File: config.mk
export PLATFORM = sky130hd
export DESIGN_NAME = sha_msg_padder
export DESIGN_NICKNAME = d
export VERILOG_FILES = /design/src/rtl/sha_pad_pkg.sv /design/src/rtl/sha_block_buf.sv /design/src/rtl/sha_msg_padder.sv
export SDC_FILE = /design/constraint.sdc
export NUM_CORES = 1
export LEC_CHECK = 0
export BUFFER_PORTS_ARGS = -buffer_cell sky130_fd_sc_hd__buf_2
export CAP_MARGIN = 30
export CORE_MARGIN = 1.5
export CORE_UTILIZATION = 32
export DETAILED_ROUTE_END_ITERATION = 6
export PLACE_DENSITY = 0.49
export SYNTH_ARGS = -nofsm -noshare
export SYNTH_HDL_FRONTEND = slang
export SYNTH_HIERARCHICAL = 1
export SYNTH_SLANG_ARGS = --single-unit
export TNS_END_PERCENT = 1
File: constraint.sdc
create_clock -name clk -period 2.93 [get_ports clk]
set_input_delay 0.586 -clock clk [delete_from_list [all_inputs] [get_ports clk]]
set_output_delay 0.586 -clock clk [all_outputs]
set_load 0.005 [all_outputs]
File: src/rtl/sha_pad_pkg.sv
// Shared types and constants for the SHA-256 message padder.
package sha_pad_pkg;

  localparam int unsigned BYTE_W      = 8;
  localparam int unsigned WORD_W      = 32;
  localparam int unsigned IDX_W       = 7;
  localparam int unsigned BLOCK_BYTES = 64;
  localparam int unsigned PTR_W       = $clog2(BLOCK_BYTES);

  localparam logic [PTR_W-1:0]  LEN_POS    = PTR_W'(56);
  localparam logic [PTR_W-1:0]  PTR_LAST   = PTR_W'(BLOCK_BYTES - 1);
  localparam logic [BYTE_W-1:0] PAD_BYTE   = 8'h80;
  localparam logic [IDX_W-1:0]  FETCH_LAST = 7'd15;
  localparam logic [IDX_W-1:0]  IDX_START  = 7'd127;

  typedef enum logic [2:0] {
    ST_FILL,
    ST_PAD80,
    ST_ZERO,
    ST_LEN,
    ST_FULL,
    ST_DONE
  } state_e;

endpackage

File: src/rtl/sha_block_buf.sv
// 64-byte block buffer: byte write port, big-endian 32-bit word read port.
module sha_block_buf
  import sha_pad_pkg::*;
(
  input  logic              clk,
  input  logic              rst,
  input  logic              we_i,
  input  logic [PTR_W-1:0]  waddr_i,
  input  logic [BYTE_W-1:0] wdata_i,
  input  logic [3:0]        raddr_i,
  output logic [WORD_W-1:0] rdata_o
);

  logic [BYTE_W-1:0] mem_q [BLOCK_BYTES];

  always_ff @(posedge clk) begin
    if (rst) begin
      for (int unsigned i = 0; i < BLOCK_BYTES; i++) mem_q[i] <= '0;
    end else if (we_i) begin
      mem_q[waddr_i] <= wdata_i;
    end
  end

  // Byte 4*w is the most significant byte of word w.
  assign rdata_o = {mem_q[{raddr_i, 2'd0}], mem_q[{raddr_i, 2'd1}],
                    mem_q[{raddr_i, 2'd2}], mem_q[{raddr_i, 2'd3}]};

endmodule

File: src/rtl/sha_msg_padder.sv
// SHA-256 byte-stream padder: packs message bytes, appends 0x80, zero fill and
// the 64-bit bit length, and serves 16-word blocks to the engine by index.
module sha_msg_padder
  import sha_pad_pkg::*;
#(
  parameter int unsigned CNT_W = 61
) (
  input  logic              clk,
  input  logic              rst,
  input  logic [BYTE_W-1:0] in_data_i,
  input  logic              in_valid_i,
  input  logic              in_last_i,
  output logic              in_ready_o,
  input  logic [IDX_W-1:0]  eng_index_i,
  output logic [WORD_W-1:0] word_o,
  output logic              last_word_o,
  output logic [1:0]        last_next_o,
  output logic              blk_ready_o,
  output logic              underrun_o,
  output logic              done_o
);

  state_e            state_q;
  state_e            resume_q;
  logic [PTR_W-1:0]  ptr_q;
  logic [CNT_W-1:0]  cnt_q;
  logic              in_ready_q;
  logic              blk_ready_q;
  logic              last_word_q;
  logic              underrun_q;
  logic              done_q;

  logic              wr_en_c;
  logic [BYTE_W-1:0] wr_data_c;
  logic [63:0]       bitlen_c;

  assign bitlen_c = 64'({cnt_q, 3'b000});

  // Byte written at the pointer this cycle; nothing is written while a block is held.
  always_comb begin
    wr_en_c   = 1'b0;
    wr_data_c = '0;
    unique case (state_q)
      ST_FILL: begin
        wr_en_c   = in_valid_i;
        wr_data_c = in_data_i;
      end
      ST_PAD80: begin
        wr_en_c   = 1'b1;
        wr_data_c = PAD_BYTE;
      end
      ST_ZERO: wr_en_c = 1'b1;
      ST_LEN: begin
        wr_en_c   = 1'b1;
        wr_data_c = BYTE_W'(bitlen_c >> {~ptr_q[2:0], 3'b000});
      end
      default: ;
    endcase
  end

  always_ff @(posedge clk) begin
    if (rst) begin
      state_q     <= ST_FILL;
      resume_q    <= ST_FILL;
      ptr_q       <= '0;
      cnt_q       <= '0;
      in_ready_q  <= 1'b1;
      blk_ready_q <= 1'b0;
      last_word_q <= 1'b0;
      underrun_q  <= 1'b0;
      done_q      <= 1'b0;
    end else begin
      if (eng_index_i == '0 && !blk_ready_q && state_q != ST_DONE) underrun_q <= 1'b1;
      if (wr_en_c) ptr_q <= ptr_q + PTR_W'(1);

      unique case (state_q)
        ST_FILL: begin
          if (in_valid_i) begin
            cnt_q <= cnt_q + CNT_W'(1);
            if (ptr_q == PTR_LAST) begin
              state_q     <= ST_FULL;
              resume_q    <= in_last_i ? ST_PAD80 : ST_FILL;
              in_ready_q  <= 1'b0;
              blk_ready_q <= 1'b1;
            end else if (in_last_i) begin
              state_q    <= ST_PAD80;
              in_ready_q <= 1'b0;
            end
          end
        end
        ST_PAD80, ST_ZERO: begin
          if (ptr_q == LEN_POS - PTR_W'(1)) begin
            state_q <= ST_LEN;
          end else if (ptr_q == PTR_LAST) begin
            // Marker spilled past the length slot: ship this block, zero-fill the next.
            state_q     <= ST_FULL;
            resume_q    <= ST_ZERO;
            blk_ready_q <= 1'b1;
          end else begin
            state_q <= ST_ZERO;
          end
        end
        ST_LEN: begin
          if (ptr_q == PTR_LAST) begin
            state_q     <= ST_FULL;
            resume_q    <= ST_DONE;
            blk_ready_q <= 1'b1;
            last_word_q <= 1'b1;
          end
        end
        ST_FULL: begin
          if (eng_index_i == FETCH_LAST) begin
            state_q     <= resume_q;
            ptr_q       <= '0;
            blk_ready_q <= 1'b0;
            in_ready_q  <= (resume_q == ST_FILL);
            done_q      <= (resume_q == ST_DONE);
          end
        end
        default: ;
      endcase
    end
  end

  sha_block_buf u_buf (
    .clk     (clk),
    .rst     (rst),
    .we_i    (wr_en_c),
    .waddr_i (ptr_q),
    .wdata_i (wr_data_c),
    .raddr_i (eng_index_i[3:0]),
    .rdata_o (word_o)
  );

  assign in_ready_o  = in_ready_q;
  assign blk_ready_o = blk_ready_q;
  assign last_word_o = last_word_q;
  assign last_next_o = {1'b0, last_word_q};
  assign underrun_o  = underrun_q;
  assign done_o      = done_q;

endmodule

**After elaboration in Yosys (flattened, before gate mapping)**

Memory sizes are Yosys's and may differ from the RTL's.
Cells that the tools add are included.

- $add $sub $neg: 2
- Equal/unequal tests: 16
- Shift operators: 1
- Multiplexer cells: 38
- Bitwise operators: 1
- Reductions and logical operators: 19

Operators with widths:

| kind | count |
|---|---|
| right shift 64 x 6 -> 8 bit | 1 |
| adder 61 x 1 -> 61 bit, second input constant | 1 |
| two-way mux 3 bit | 12 |
| two-way mux 6 bit | 4 |
| one-hot mux 8 bit (3 select lines) | 1 |
| two-way mux 1 bit | 15 |
| == test 6 bit, second input constant | 2 |
| inequality test 2 bit, second input constant | 6 |
| one-hot mux 3 bit (4 select lines) | 1 |
| one-hot mux 3 bit (3 select lines) | 1 |
| two-way mux 8 bit | 1 |
| AND reduction 4 bit | 2 |
| OR reduction 8 bit | 1 |
| == test 7 x 4 -> 1 bit, second input constant | 1 |
| zero test 7 bit | 1 |
| adder 6 x 1 -> 6 bit, second input constant | 1 |
| == test 3 x 2 -> 1 bit, second input constant | 2 |
| == test 3 bit, second input constant | 2 |
| zero test 3 bit | 2 |
| inequality test 3 bit, second input constant | 2 |
| AND reduction 2 bit | 3 |
| AND reduction 6 bit | 1 |
| AND reduction 5 bit | 1 |
| one-hot mux 1 bit (2 select lines) | 2 |
| other kinds (10) | 11 |

- Bits in registers: 78
- RAM bits: 512
- Bits of input ports: 19
- Memories: 1

Memories:

| name | depth | bits a word | read ports | clocked after memory_dff | write ports | RTL line | RTL |
|---|---|---|---|---|---|---|---|
| u_buf.mem_q | 64 | 8 | 4 | 0 | 64 | sha_block_buf.sv:14 | `logic [BYTE_W-1:0] mem_q [BLOCK_BYTES];` |

**Depth between registers and ports, before layout**

- Word-level depth: 8
- Depth in mapped cells: 10
- Depth with buffers taken out: 8

**By module**

The synthesis kept the hierarchy.

Modules (own cells, without submodules):

| module | times used | cells an instance | area an instance (um2) | sequential area each (um2) |
|---|---|---|---|---|
| sha_block_buf | 1 | 1601 | 22668.0 | 15374.7 |
| sha_msg_padder | 1 | 541 | 4441.8 | 1561.5 |

**Least setup slack after synthesis**

No wires, ideal clock.

- Kind: register -> register
- Start point: register ptr_q[0]
- End point: memory u_buf.mem_q[30][5], data pin
- Setup time: 0.266 ns
- Data arrival time: 2.475 ns
- Data required time: 2.664 ns
- Slack: 0.189 ns
- Stages on the path, launching flop included: 10
- Period minus slack after synthesis: 2.741 ns
- Path through: dfxtp_1 clkbuf_1 clkbuf_1 clkbuf_1 mux2_2 o221ai_1 nand2_1 clkbuf_1 nand2_1 nor2_1

RTL lines:

| element | RTL line | RTL |
|---|---|---|
| start, declared | sha_msg_padder.sv:25 | `logic [PTR_W-1:0] ptr_q;` |
| start signal, assigned | sha_msg_padder.sv:74 | `if (wr_en_c) ptr_q <= ptr_q + PTR_W'(1);` |
| end, declared | sha_block_buf.sv:14 |  |

**Worst setup path in the final report**

- Start point: input port eng_index_i[0]
- End point: output port word_o[6]

- Word-level cells in the longest chain between the ends: 1

Ends and longest elaborated chain:

| element | RTL line | RTL |
|---|---|---|
| start, declared | sha_msg_padder.sv:14 | `input logic [IDX_W-1:0] eng_index_i,` |
| memory (64 x 8 bit) | n/a |  |
| end, declared | sha_msg_padder.sv:15 | `output logic [WORD_W-1:0] word_o,` |

Every way passes these cells.

==> flow_metrics.py <==
metrics = {
    "synthesis": {
        "synth-edff-count": 512,
        "yosysSeqAreaShare_pct": 62.47,
        "synth_area_um2": 27110,
        "yosysTopAreaCell": "edfxtp_1",
        "ys_types": 68,
        "synth_cells": 2142,
        "synth.most_common_cell": "nor2_1",
        "avgSynthCellArea_um2": 12.66,
        "synth_top_cell_area_share_pct": 56.71,
        "syn-num-nets": 2163,
        "async_flop_share_pct": 0,
        "yosys-top-cells-count": "nor2_1, edfxtp_1, nand2_1",
        "ys_top_cells_by_area": "edfxtp_1, mux4_2, nor2_1",
        "ys_ff_latch": 590,
        "ys.flop_type": "edfxtp_1",
        "ys.warnings.count": 6,
    },
    "global_routing": {
        "grt_pass1_wl_mm": 128.8,
        "first_global_vias": 18370,
        "track_usage_pct": 20.68,
        "antenna_found_initial": 1,
        "grt_max_degree": 62,
        "grt_overflow_total": 0,
    },
    "critical_path": {
        "required_ps": 2340,
        "crit_path_end": "word_o[6]",
        "crit_fanout": 23,
        "reg2reg_to": "u_buf/mem_q[47][6]$_SDFFCE_PN0P_",
        "crit_chain": "clkbuf_8 > buf_16 > mux4_2 > a22oi_1 > nand2_1 > buf_2",
        "crit_start": "eng_index_i[0]",
        "reg2regPathDepth": 8,
        "regToRegStartpoint": "state_q[0]$_SDFFE_PP0P_",
        "critPathCaptureType": "output port",
        "crit_path_start_kind": "input port",
        "r2r_slack_ps": 40,
        "cpMaxStageDelayCell": "mux4_2",
        "path_class": "in -> out",
        "cpPeakStageDelay_ps": 540,
        "cp.arrival_ps": 2310,
    },
    "floorplanning": {
        "start_util_pct": 32.34,
        "die_x_um": 294.1,
        "floorplan.die_area_um2": 86470,
        "io_pins": 58,
        "core_um2": 83820,
        "die_h_um": 294.1,
        "num_rows": 106,
    },
    "power_and_ir_drop": {
        "p_seq_share_pct": 44.4,
        "p_leak_nw": 10.99,
        "clkPwrFrac_pct": 39.2,
        "internal_power_mw": 15.73,
        "ir_drop_mv": 0.3990,
        "comb_power_share_pct": 16.4,
        "power_switching_share_pct": 27.85,
        "cellPowerDensity_nw_per_um2": 677.5,
        "p_sw_mw": 6.071,
    },
    "timing": {
        "fin_crit_sh_pct": 99.00,
        "setup-violations-final": 0,
        "fin_ws_ps": 29.23,
        "min_period_ps": 2901,
        "fin_skew_ps": 32.97,
        "slew_violations": 0,
        "slew_headroom_pct": 36.36,
        "tns_ps": 0,
        "hold_viol": 0,
        "max_freq_mhz": 344.7,
        "hold_slack_ps": 402.9,
        "tightest_slew_ps": 946.7,
        "rsz0062_at_grt": "yes",
    },
    "route": {
        "vias_per_cell": 5.381,
        "vias": 18800,
        "drt_iter0_markers": 2293,
        "drc_errors": 0,
        "dr.pass1.iters": 5,
        "wire_per_inst_um": 25.58,
        "ant_nets": 0,
        "drt_wl_total_mm": 89.34,
    },
    "hold_path": {
        "hold_path_class": "in -> reg",
    },
    "finish": {
        "synthToLayoutAreaGrowth_pct": 18.71,
        "diodes": 0,
        "fin_nets": 2329,
        "fillCellCount": 8155,
        "multi_input_area_um2": 9472,
        "drive_above_1_share_pct": 23.06,
        "seqCellArea_um2": 16940,
    },
    "clock_network": {
        "clk_latency_ps": 630,
        "cts_made_buffers": 69,
        "clkSinkCount": 590,
        "clk_pin_slew_ps": 50,
        "cts_tree": "done",
        "hold_buffers": 0,
        "htree_levels": 3,
        "root_buffer": "clkbuf_16",
        "cts_buffer_depth": 3,
    },
    "placed_design": {
        "io_buffers": 56,
        "dp_hpwl_mm": 63.96,
        "place_ws_ps": 38.63,
        "gp_congestion": 0.8628,
    },
    "outcome": {
        "status": "complete, no violations",
    },
    "job": {
        "cap_violations": 0,
    },
}
-- critical path: cells and delay by family --
kind / cells / cell delay, ps
and+or+nand+nor: 1 / 180
AOI/OAI and AO/OA: 1 / 370
buffers and inverters: 3 / 580
muxes: 1 / 540
-- metal layers --
layer	GRT usage, %	vias up	share of wire (%)
met2	31.43	856	45
li1	-	8221	-
met4	7.317	0	3.7
met1	28.97	9577	43
met3	4.630	143	8.7
met5	0	-	0
-- cell type report --
cell class | count | share of cell area [%]
clock inverter | 33 | 1.069
clock buffer | 89 | 5.863
sequential | 590 | 52.63
multi-input combinational | 1377 | 29.43
timing repair buffer | 259 | 6.469
inverter | 11 | 0.1283
tap | 1134 | 4.409
-- kinds of logic (layout without fill, tap and decap cells) --
logic type,after synthesis,in the layout,share of synthesized area [%]
AND/OR/NAND/NOR,956,956,15.66
flip-flops,590,590,62.47
AO/OA/AOI/OAI,233,233,5.903
buffers and inverters,175,392,2.834
multiplexers,153,153,11.99
XOR/XNOR,32,32,1.034
adder cells (fa/ha/maj),2,2,0.09229
other,1,1,0.01383
-- sequential cells by signal, summed over array words and instances (netlist names) --
signal,count
underrun_o,1
cnt_q,61
state_q,3
in_ready_o,1
done_o,1
resume_q,3
u_buf/mem_q,512
blk_ready_o,1
last_word_o,1
ptr_q,6
-- power groups by stage --
stage	registers, mW	logic, mW	clock network (mW)
2_1_floorplan	9.73	1.86	0
3_3_place_gp	9.83	3.49	0
3_5_place_dp	9.85	3.49	0
4_1_cts	9.67	3.50	8.71
5_1_grt	9.71	3.74	9.01
6_report	9.67	3.58	8.55
-- layout by cell type, fill, tap and decap left out, types with 10 or more instances in the layout --
cell,instances
a21o_1,45
a21oi_1,41
a22oi_1,62
and2_1,27
buf_12,17
buf_2,53
buf_4,183
clkbuf_1,16
clkbuf_16,73
clkinv_1,10
dfxtp_1,77
edfxtp_1,512
inv_1,11
mux2i_1,12
mux4_2,137
nand2_1,180
nand3_1,26
nand4_1,18
nor2_1,549
nor2b_1,11
nor3_1,22
nor4_1,14
o21ai_0,25
o21bai_1,12
or3_1,23
xnor2_1,20
xor2_1,12
-- metrics by stage --
stage / instance area (µm²) / utilization, % / instances / power [mW]
final: 32180 / 38.39 / 3493 / 21.80
after global routing: 32180 / 38.39 / 3493 / 22.45
after floorplan: 27110 / - / 2142 / 11.59
after detailed placement: 29890 / 35.66 / 3371 / 13.34
after global placement: 29880 / 35.65 / 3370 / 13.33
after CTS: 32120 / 38.32 / 3493 / 21.88
-- what timing repair did --
action,CTS,global route
gates resized for setup,0,16
setup endpoints to repair,0,72
buffers inserted,0,0
-- how the worst min path moves through the flow --
stage | start | end | slack, ps | cells after the start
4_1_cts | in_last_i | resume_q[0]$_SDFFE_PP0P_ | 370 | 5
2_1_floorplan | done_o$_SDFFE_PP0P_ | done_o$_SDFFE_PP0P_ | 450 | 2
3_3_place_gp | in_ready_o$_SDFFE_PP1P_ | in_ready_o$_SDFFE_PP1P_ | 450 | 1
3_5_place_dp | done_o$_SDFFE_PP0P_ | done_o$_SDFFE_PP0P_ | 450 | 2
5_1_grt | in_last_i | resume_q[0]$_SDFFE_PP0P_ | 420 | 5
6_report | in_last_i | resume_q[0]$_SDFFE_PP0P_ | 400 | 5
(Power assumes the default switching activity.)
